File: config.mk
export PLATFORM = sky130hd
export DESIGN_NAME = room_thermal_plant
export DESIGN_NICKNAME = d
export VERILOG_FILES = /design/src/rtl/thermo_pkg.sv /design/src/rtl/plant_prescaler.sv /design/src/rtl/room_thermal_plant.sv
export SDC_FILE = /design/constraint.sdc
export NUM_CORES = 1
export LEC_CHECK = 0
export CORE_ASPECT_RATIO = 1.5
export CORE_MARGIN = 2
export CORE_UTILIZATION = 45
export CTS_BUF_LIST = sky130_fd_sc_hd__clkbuf_2
export CTS_CLUSTER_DIAMETER = 150
export CTS_CLUSTER_SIZE = 40
export DETAILED_ROUTE_END_ITERATION = 10
export PLACE_DENSITY = 0.66
export SLEW_MARGIN = 20
export SYNTH_ARGS = -nofsm -noshare
export SYNTH_HDL_FRONTEND = slang
export SYNTH_SLANG_ARGS = --single-unit
File: constraint.sdc
create_clock -name clk -period 10.5 [get_ports clk]
set_input_delay 2.1 -clock clk [delete_from_list [all_inputs] [get_ports clk]]
set_output_delay 2.1 -clock clk [all_outputs]
set_load 0.005 [all_outputs]
File: src/rtl/thermo_pkg.sv
// Shared thermostat definitions: FSM state codes, actuator command codes, temperature width.
// The manor controller imports this package as well.
package thermo_pkg;
    localparam int TEMP_W = 6;
    localparam int PRE_W  = 8;

    typedef enum logic [1:0] {
        OFF  = 2'd0,
        HEAT = 2'd1,
        COOL = 2'd2,
        LEAK = 2'd3
    } state_e;

    localparam logic [1:0] LED_OFF  = 2'b00;
    localparam logic [1:0] LED_HEAT = 2'b01;
    localparam logic [1:0] LED_COOL = 2'b10;

    function automatic int clamp_int(input int v, input int lo, input int hi);
        if (v < lo) return lo;
        if (v > hi) return hi;
        return v;
    endfunction
endpackage

File: src/rtl/plant_prescaler.sv
// Step prescaler: counts 0..period-1 while enabled and ticks on the last count.
// A clear restarts the count and suppresses the tick for that cycle.
module plant_prescaler
    import thermo_pkg::*;
(
    input  logic             clk,
    input  logic             rst,
    input  logic             en_i,
    input  logic             clr_i,
    input  logic [PRE_W-1:0] period_i,
    output logic             tick_o
);
    logic [PRE_W-1:0] cnt_q;

    // >= so that a count left over from a longer period wraps right away
    assign tick_o = en_i && !clr_i && (cnt_q >= period_i - 1'b1);

    always_ff @(posedge clk or posedge rst) begin
        if (rst) begin
            cnt_q <= '0;
        end else if (en_i) begin
            if (clr_i || tick_o) cnt_q <= '0;
            else                 cnt_q <= cnt_q + 1'b1;
        end
    end
endmodule

File: src/rtl/room_thermal_plant.sv
// Simulated room for closed-loop thermostat tests: integrates the heat/cool command and window
// state into a 6-bit room temperature, one degree per prescaler period.
module room_thermal_plant
    import thermo_pkg::*;
#(
    parameter int T_INIT    = 20,
    parameter int T_EXT     = 10,
    parameter int T_MAX     = 50,
    parameter int T_MIN     = 0,
    parameter int STEP_DIV  = 8,
    parameter int DRIFT_DIV = 32,
    parameter int LEAK_DIV  = 4
) (
    input  logic              clk,
    input  logic              rst,
    input  logic [1:0]        LED,
    input  logic              nWS,
    input  logic              EN,
    output logic [TEMP_W-1:0] RT,
    output logic              RT_VALID,
    output logic [1:0]        MODE
);
    typedef logic [TEMP_W:0] t7_t;
    typedef logic [PRE_W-1:0] per_t;

    localparam int   RT_RST = clamp_int(T_INIT, T_MIN, T_MAX);
    localparam int   LEAK_Q = DRIFT_DIV / LEAK_DIV;
    localparam per_t STEP_P  = per_t'(STEP_DIV);
    localparam per_t STEP_P2 = per_t'(2 * STEP_DIV);
    localparam per_t DRIFT_P = per_t'(DRIFT_DIV);
    localparam per_t LEAK_P  = per_t'((LEAK_Q < 1) ? 1 : LEAK_Q);
    localparam t7_t  TMAX_W  = t7_t'(T_MAX);
    localparam t7_t  TMIN_W  = t7_t'(T_MIN);
    localparam t7_t  TEXT_W  = t7_t'(T_EXT);

    state_e            state_q, state_d;
    logic              nws_q;
    logic [TEMP_W-1:0] rt_q, rt_d;
    logic              vld_q;
    logic              clr, tick;
    per_t              period;
    t7_t               rt_w, up_w, dn_w, sel_w;

    always_comb begin
        state_d = OFF;
        if      (LED == LED_HEAT) state_d = HEAT;
        else if (LED == LED_COOL) state_d = COOL;
        else if (!nWS)            state_d = LEAK;
    end

    // A mode or window change restarts the period rather than finishing a stale one
    assign clr = EN && ((state_d != state_q) || (nWS != nws_q));

    always_comb begin
        case (state_q)
            HEAT, COOL: period = nWS ? STEP_P : STEP_P2;
            LEAK:       period = LEAK_P;
            default:    period = DRIFT_P;
        endcase
    end

    plant_prescaler u_pre (
        .clk      (clk),
        .rst      (rst),
        .en_i     (EN),
        .clr_i    (clr),
        .period_i (period),
        .tick_o   (tick)
    );

    // 7-bit headroom so +1 at 63 cannot wrap; decrement is guarded at the floor
    always_comb begin
        rt_w = {1'b0, rt_q};
        up_w = rt_w + 1'b1;
        dn_w = (rt_w > TMIN_W) ? rt_w - 1'b1 : TMIN_W;
        case (state_q)
            HEAT:    sel_w = up_w;
            COOL:    sel_w = dn_w;
            default: begin
                if      (rt_w < TEXT_W) sel_w = up_w;
                else if (rt_w > TEXT_W) sel_w = dn_w;
                else                    sel_w = rt_w;
            end
        endcase
        if (sel_w > TMAX_W) sel_w = TMAX_W;
        if (sel_w < TMIN_W) sel_w = TMIN_W;
        rt_d = sel_w[TEMP_W-1:0];
    end

    always_ff @(posedge clk or posedge rst) begin
        if (rst) begin
            state_q <= OFF;
            nws_q   <= 1'b1;
            rt_q    <= TEMP_W'(RT_RST);
            vld_q   <= 1'b0;
        end else if (EN) begin
            state_q <= state_d;
            nws_q   <= nWS;
            vld_q   <= tick && (rt_d != rt_q);
            if (tick) rt_q <= rt_d;
        end else begin
            vld_q   <= 1'b0;
        end
    end

    assign RT       = rt_q;
    assign RT_VALID = vld_q;
    assign MODE     = state_q;
endmodule

# After elaboration in Yosys (flattened, before gate mapping)
# Index checks and enable logic that the tools add are counted.
# word_totals
in_bits	6
out_inout_bits	9
reg_bits	18
elab_cells	45
# op_classes
n_eq_ne	8
order_cmp	6
n_addsub	4
reduce_logical	9
mux	13
# op_table
cell	count
7-bit two-way mux	4
7-bit one-hot mux with 2 select lines	1
6-bit by 1-bit subtractor with 7-bit output, second input constant	2
6-bit one-hot mux with 2 select lines	1
8-bit by 1-bit adder with 8-bit output, second input constant	1
8-bit greater-or-equal comparator	1
8-bit two-way mux	1
6-bit by 1-bit adder with 7-bit output, second input constant	1
7-bit by 6-bit greater-than comparator with 1-bit output, second input constant	1
7-bit by 1-bit less-than comparator with 1-bit output, second input constant	1
2-bit equality test, second input constant	3
6-bit by 1-bit greater-than comparator with 1-bit output, second input constant	1
6-bit by 4-bit greater-than comparator with 1-bit output, second input constant	1
6-bit by 4-bit less-than comparator with 1-bit output, second input constant	1
2-bit two-way mux	3
6-bit two-way mux	1
6-bit != test	1
5-bit two-way mux	1
2-bit by 1-bit equality test with 1-bit output, second input constant	2
1-bit logical AND	4
1-bit logical OR	2
2-bit != test	1
2-bit AND reduction	1
2-bit OR reduction	1
other kinds (3)	3

# Longest topological paths before layout
# depth
word_depth	12
mapped_depth	15
mapped_depth_nobuf	13

# Cells and area by module
# Synthesis repeated with hierarchy kept, for this count alone.
# hier_totals
hier_cells	256
hier_area_um2	2005.7
# modules_own_cells
module	n_inst	cells_each	area_per_inst_um2	seq_area_each_um2
room_thermal_plant	1	174	1298.7	254.0
plant_prescaler	1	82	706.9	200.2

# Worst setup path after synthesis
# Ideal clock, no wire load.
# synth_timing
kind	input -> register
start	input nWS
end	register u_pre.cnt_q[3]
arrival_time_ps	4292
setup_slack_ps	6117
setup_time_ps	91
t_required_ps	10409
stages	9
n_path_buf	0
path_cell_list	or3_1 > ha_1 > ha_1 > a21o_1 > a211o_1 > a21oi_1 > nand2_1 > or4b_1 > o221ai_1
# synth_between
elab_chain_len	11
elab_cells_between_ends	16
cone_classes	add/sub (1); order compare (1); eq/ne (2); mux (6); reduce/logical (6)
# synth_rtl
item	line	source
from (decl)	room_thermal_plant.sv:17	input logic nWS,
parallel branches: the longest is 9 deep, another holds 8-bit greater-or-equal comparator	n/a	
1-bit logical OR *	plant_prescaler.sv:22	if (clr_i || tick_o) cnt_q <= '0;
8-bit two-way mux *	plant_prescaler.sv:22	
to (signal assigned)	plant_prescaler.sv:23	else cnt_q <= cnt_q + 1'b1;
to (decl)	plant_prescaler.sv:13	logic [PRE_W-1:0] cnt_q;
# Mark *: on every way between the ends.
# A chain may end at the register's enable or synchronous reset.

# Final worst setup path
# layout_timing
start	input nWS
end	register u_pre.cnt_q[4]
# Same word-level chain as after synthesis.

==> impl_metrics.json <==
{
  "met1_length_um": 1760,
  "whs_ps": 582,
  "worstSetupPathType": "input port to flop",
  "ys_ff_latch": 18,
  "grt_pass1_vias": 1609,
  "via_count": 1704,
  "numCtsBuffers": 3,
  "drc_errors": 0,
  "p_leak_uw": 0.000864,
  "fin_crit_sh_pct": 46.4,
  "placed_cell_area_sq_mm": 0.00198,
  "setup-tns-final_ps": 0,
  "power_density_mw_per_mm2": 82.7,
  "seq_area_frac_synth_pct": 24.3,
  "tightestPinTransition_ps": 681,
  "gp_congestion": 0.849,
  "maxSlewHeadroom_pct": 53.9,
  "outcome": "finished clean",
  "postCtsResizedCells": 0,
  "finalInstanceArea_sq_mm": 0.00200,
  "drv_slew": 0,
  "dieWidth_um": 56.6,
  "first_pass_iters": 4,
  "dr.max_layer_used": "met4",
  "dr.first_iter.drc_count": 95,
  "clockBufferDepth": 2,
  "drive_above_1_share_pct": 9.17,
  "cp.required_ps": 10730,
  "grt_setup_unrepaired": "false",
  "ctsHoldBuffers": 0,
  "detail_route.wl_per_cell_um": 15.5,
  "start_util_pct": 47.2,
  "rows": 28,
  "ioPinCount": 15,
  "syn2layout_area_growth_pct": 7.03,
  "synth_area_leaders": "dfrtp_1 20%, ha_1 10%, dfstp_2 4.2%",
  "clk_latency_ps": 300,
  "grt_pass1_wl_um": 7350,
  "hold_class": "flop to flop",
  "cts_sinks": 18,
  "max-cap-violations": 0,
  "route.met2.wl_um": 2260,
  "syn_avg_cell_area_sq_um": 8.38,
  "min_period_ps": 4870,
  "async_flop_share_pct": 100,
  "yosys.area.top_type": "dfrtp_1",
  "hold_violations": 0,
  "diodes": 0,
  "fp.coreArea_sq_mm": 0.00396,
  "fin_nets": 251,
  "antenna_found_initial": 0,
  "synth_top_cell_area_share_pct": 20.1,
  "detail-route-antenna-nets": 0,
  "via_per_inst": 6.22,
  "overflow": 0,
  "synthCells": 223,
  "grt_usage_pct": 18.9,
  "wl_um": 4240,
  "clk_pin_slew_ps": 180,
  "crit_path_start_kind": "input port",
  "fp.dieH_um": 82.9,
  "place_ws_ps": 5330,
  "portBuffers": 14,
  "cp_max_fo": 9,
  "synth_warnings": 0,
  "fin_skew_ps": 3.87,
  "worst-r2r-setup-slack_ps": 6380,
  "fmax_ghz": 0.205,
  "grt_start_max_net_pins": 24,
  "cts_tree": "done",
  "synth_edf_count": 0,
  "setup_violations": 0,
  "cp.arrival_ps": 5100,
  "dieArea_sq_mm": 0.00470,
  "post_cts_buffers": 0,
  "met3_wirelength_um": 96,
  "layout_setup_ws_ps": 5630,
  "total_power_uw": 166,
  "synth_top_flop_cell": "dfrtp_1",
  "htreeDepth": 1,
  "irDropWorstVdd_v": 0.0000530,
  "end_kind": "flop",
  "netlist_area_sq_mm": 0.00187,
  "cts-root-buf": "clkbuf_2",
  "hpwl_um": 3230,
  "synth_cell_types": 65
}
## power by group
part / switching, uW / total [uW] / internal [uW] / leakage (uW)
combinational: 35.6 / 60.3 / 24.7 / 0.000618
clock: 22.1 / 30.4 / 8.28 / 0.0000140
sequential: 3.24 / 74.8 / 71.6 / 0.000232
total: 61.0 / 166 / 105 / 0.000864
## Yosys cell counts, types with 4 or more instances
| cell | n |
|---|---|
| a31oi_1 | 7 |
| nor2b_1 | 5 |
| o21ai_0 | 9 |
| buf_4 | 6 |
| mux2_2 | 4 |
| o221ai_1 | 4 |
| dfrtp_1 | 15 |
| a21oi_1 | 7 |
| nand2_1 | 17 |
| nand4_1 | 4 |
| inv_1 | 18 |
| xnor2_1 | 6 |
| nor3_1 | 5 |
| clkbuf_1 | 4 |
| nand3_1 | 8 |
| nor2_1 | 13 |
| and3_1 | 4 |
| ha_1 | 15 |
## cell usage in the layout, fill, tap and decap left out, drive strengths merged, types with 4 or more instances in the layout
cell            n
nand2          17
dfrtp          15
a22oi           4
or4             4
nor3            5
o221ai          4
ha             15
and3            5
a21oi           7
nor2           14
inv            18
mux2            4
nand4           4
o21ai          12
xnor2           6
nor2b           5
a31oi           7
nand3           8
clkdlybuf4s50  14
## metal layers
metal	global-route usage, %	vias up
li1	-	843
met1	22.7	818
met2	33.5	30
met3	1.09	13
met4	8.87	0
met5	0	-
## critical path, cell delays in order
cell	delay, ps
clkdlybuf4s50_1	590
a21oi_1	90
or2_2	300
ha_1	290
ha_1	280
a21o_1	160
a211o_1	280
a21oi_1	160
nand2_1	200
or4b_1	560
o221ai_1	80
## layout make-up
cell class	instances	area [sq um]
clock inverter	1	3.75
timing repair buffer	14	140
clock buffer	3	15.0
inverter	18	67.6
multi-input combinational	175	1260
fill	382	1960
sequential	18	454
tap	45	56.3
## registers in the layout, indices dropped and copies added (netlist names)
name         cells
u_pre.cnt_q      8
MODE             2
RT               6
nws_q            1
RT_VALID         1
## cell families after synthesis
family | after synthesis | synth area share, %
AOI/OAI and AO/OA | 64 | 26.2
xor gates and xnor gates | 9 | 4.22
and+or+nand+nor | 80 | 23.8
adders and majority gates | 15 | 10.0
muxes | 5 | 2.94
DFF | 18 | 24.3
other | 1 | 0.201
buffers and inverters | 31 | 8.30
## path summary, 6_finish.rpt
check / start / to / cells after the start
max in group asynchronous: rst / u_pre.cnt_q[5] / 2
hold reg to reg: u_pre.cnt_q[7] / u_pre.cnt_q[7] / 2
setup reg to reg: MODE[0] / u_pre.cnt_q[4] / 12
setup / recovery: nWS / u_pre.cnt_q[4] / 11
hold / removal: u_pre.cnt_q[7] / u_pre.cnt_q[7] / 2
min in group asynchronous: rst / u_pre.cnt_q[3] / 2
## stage by stage
| step | util, % | std cells |
|---|---|---|
| after floorplan | - | 224 |
| after global placement | 50.1 | 270 |
| after detailed placement | 50.1 | 270 |
| after CTS | 50.5 | 274 |
| after global routing | 50.5 | 274 |
| final | 50.5 | 274 |
(Power assumes the default switching activity.)
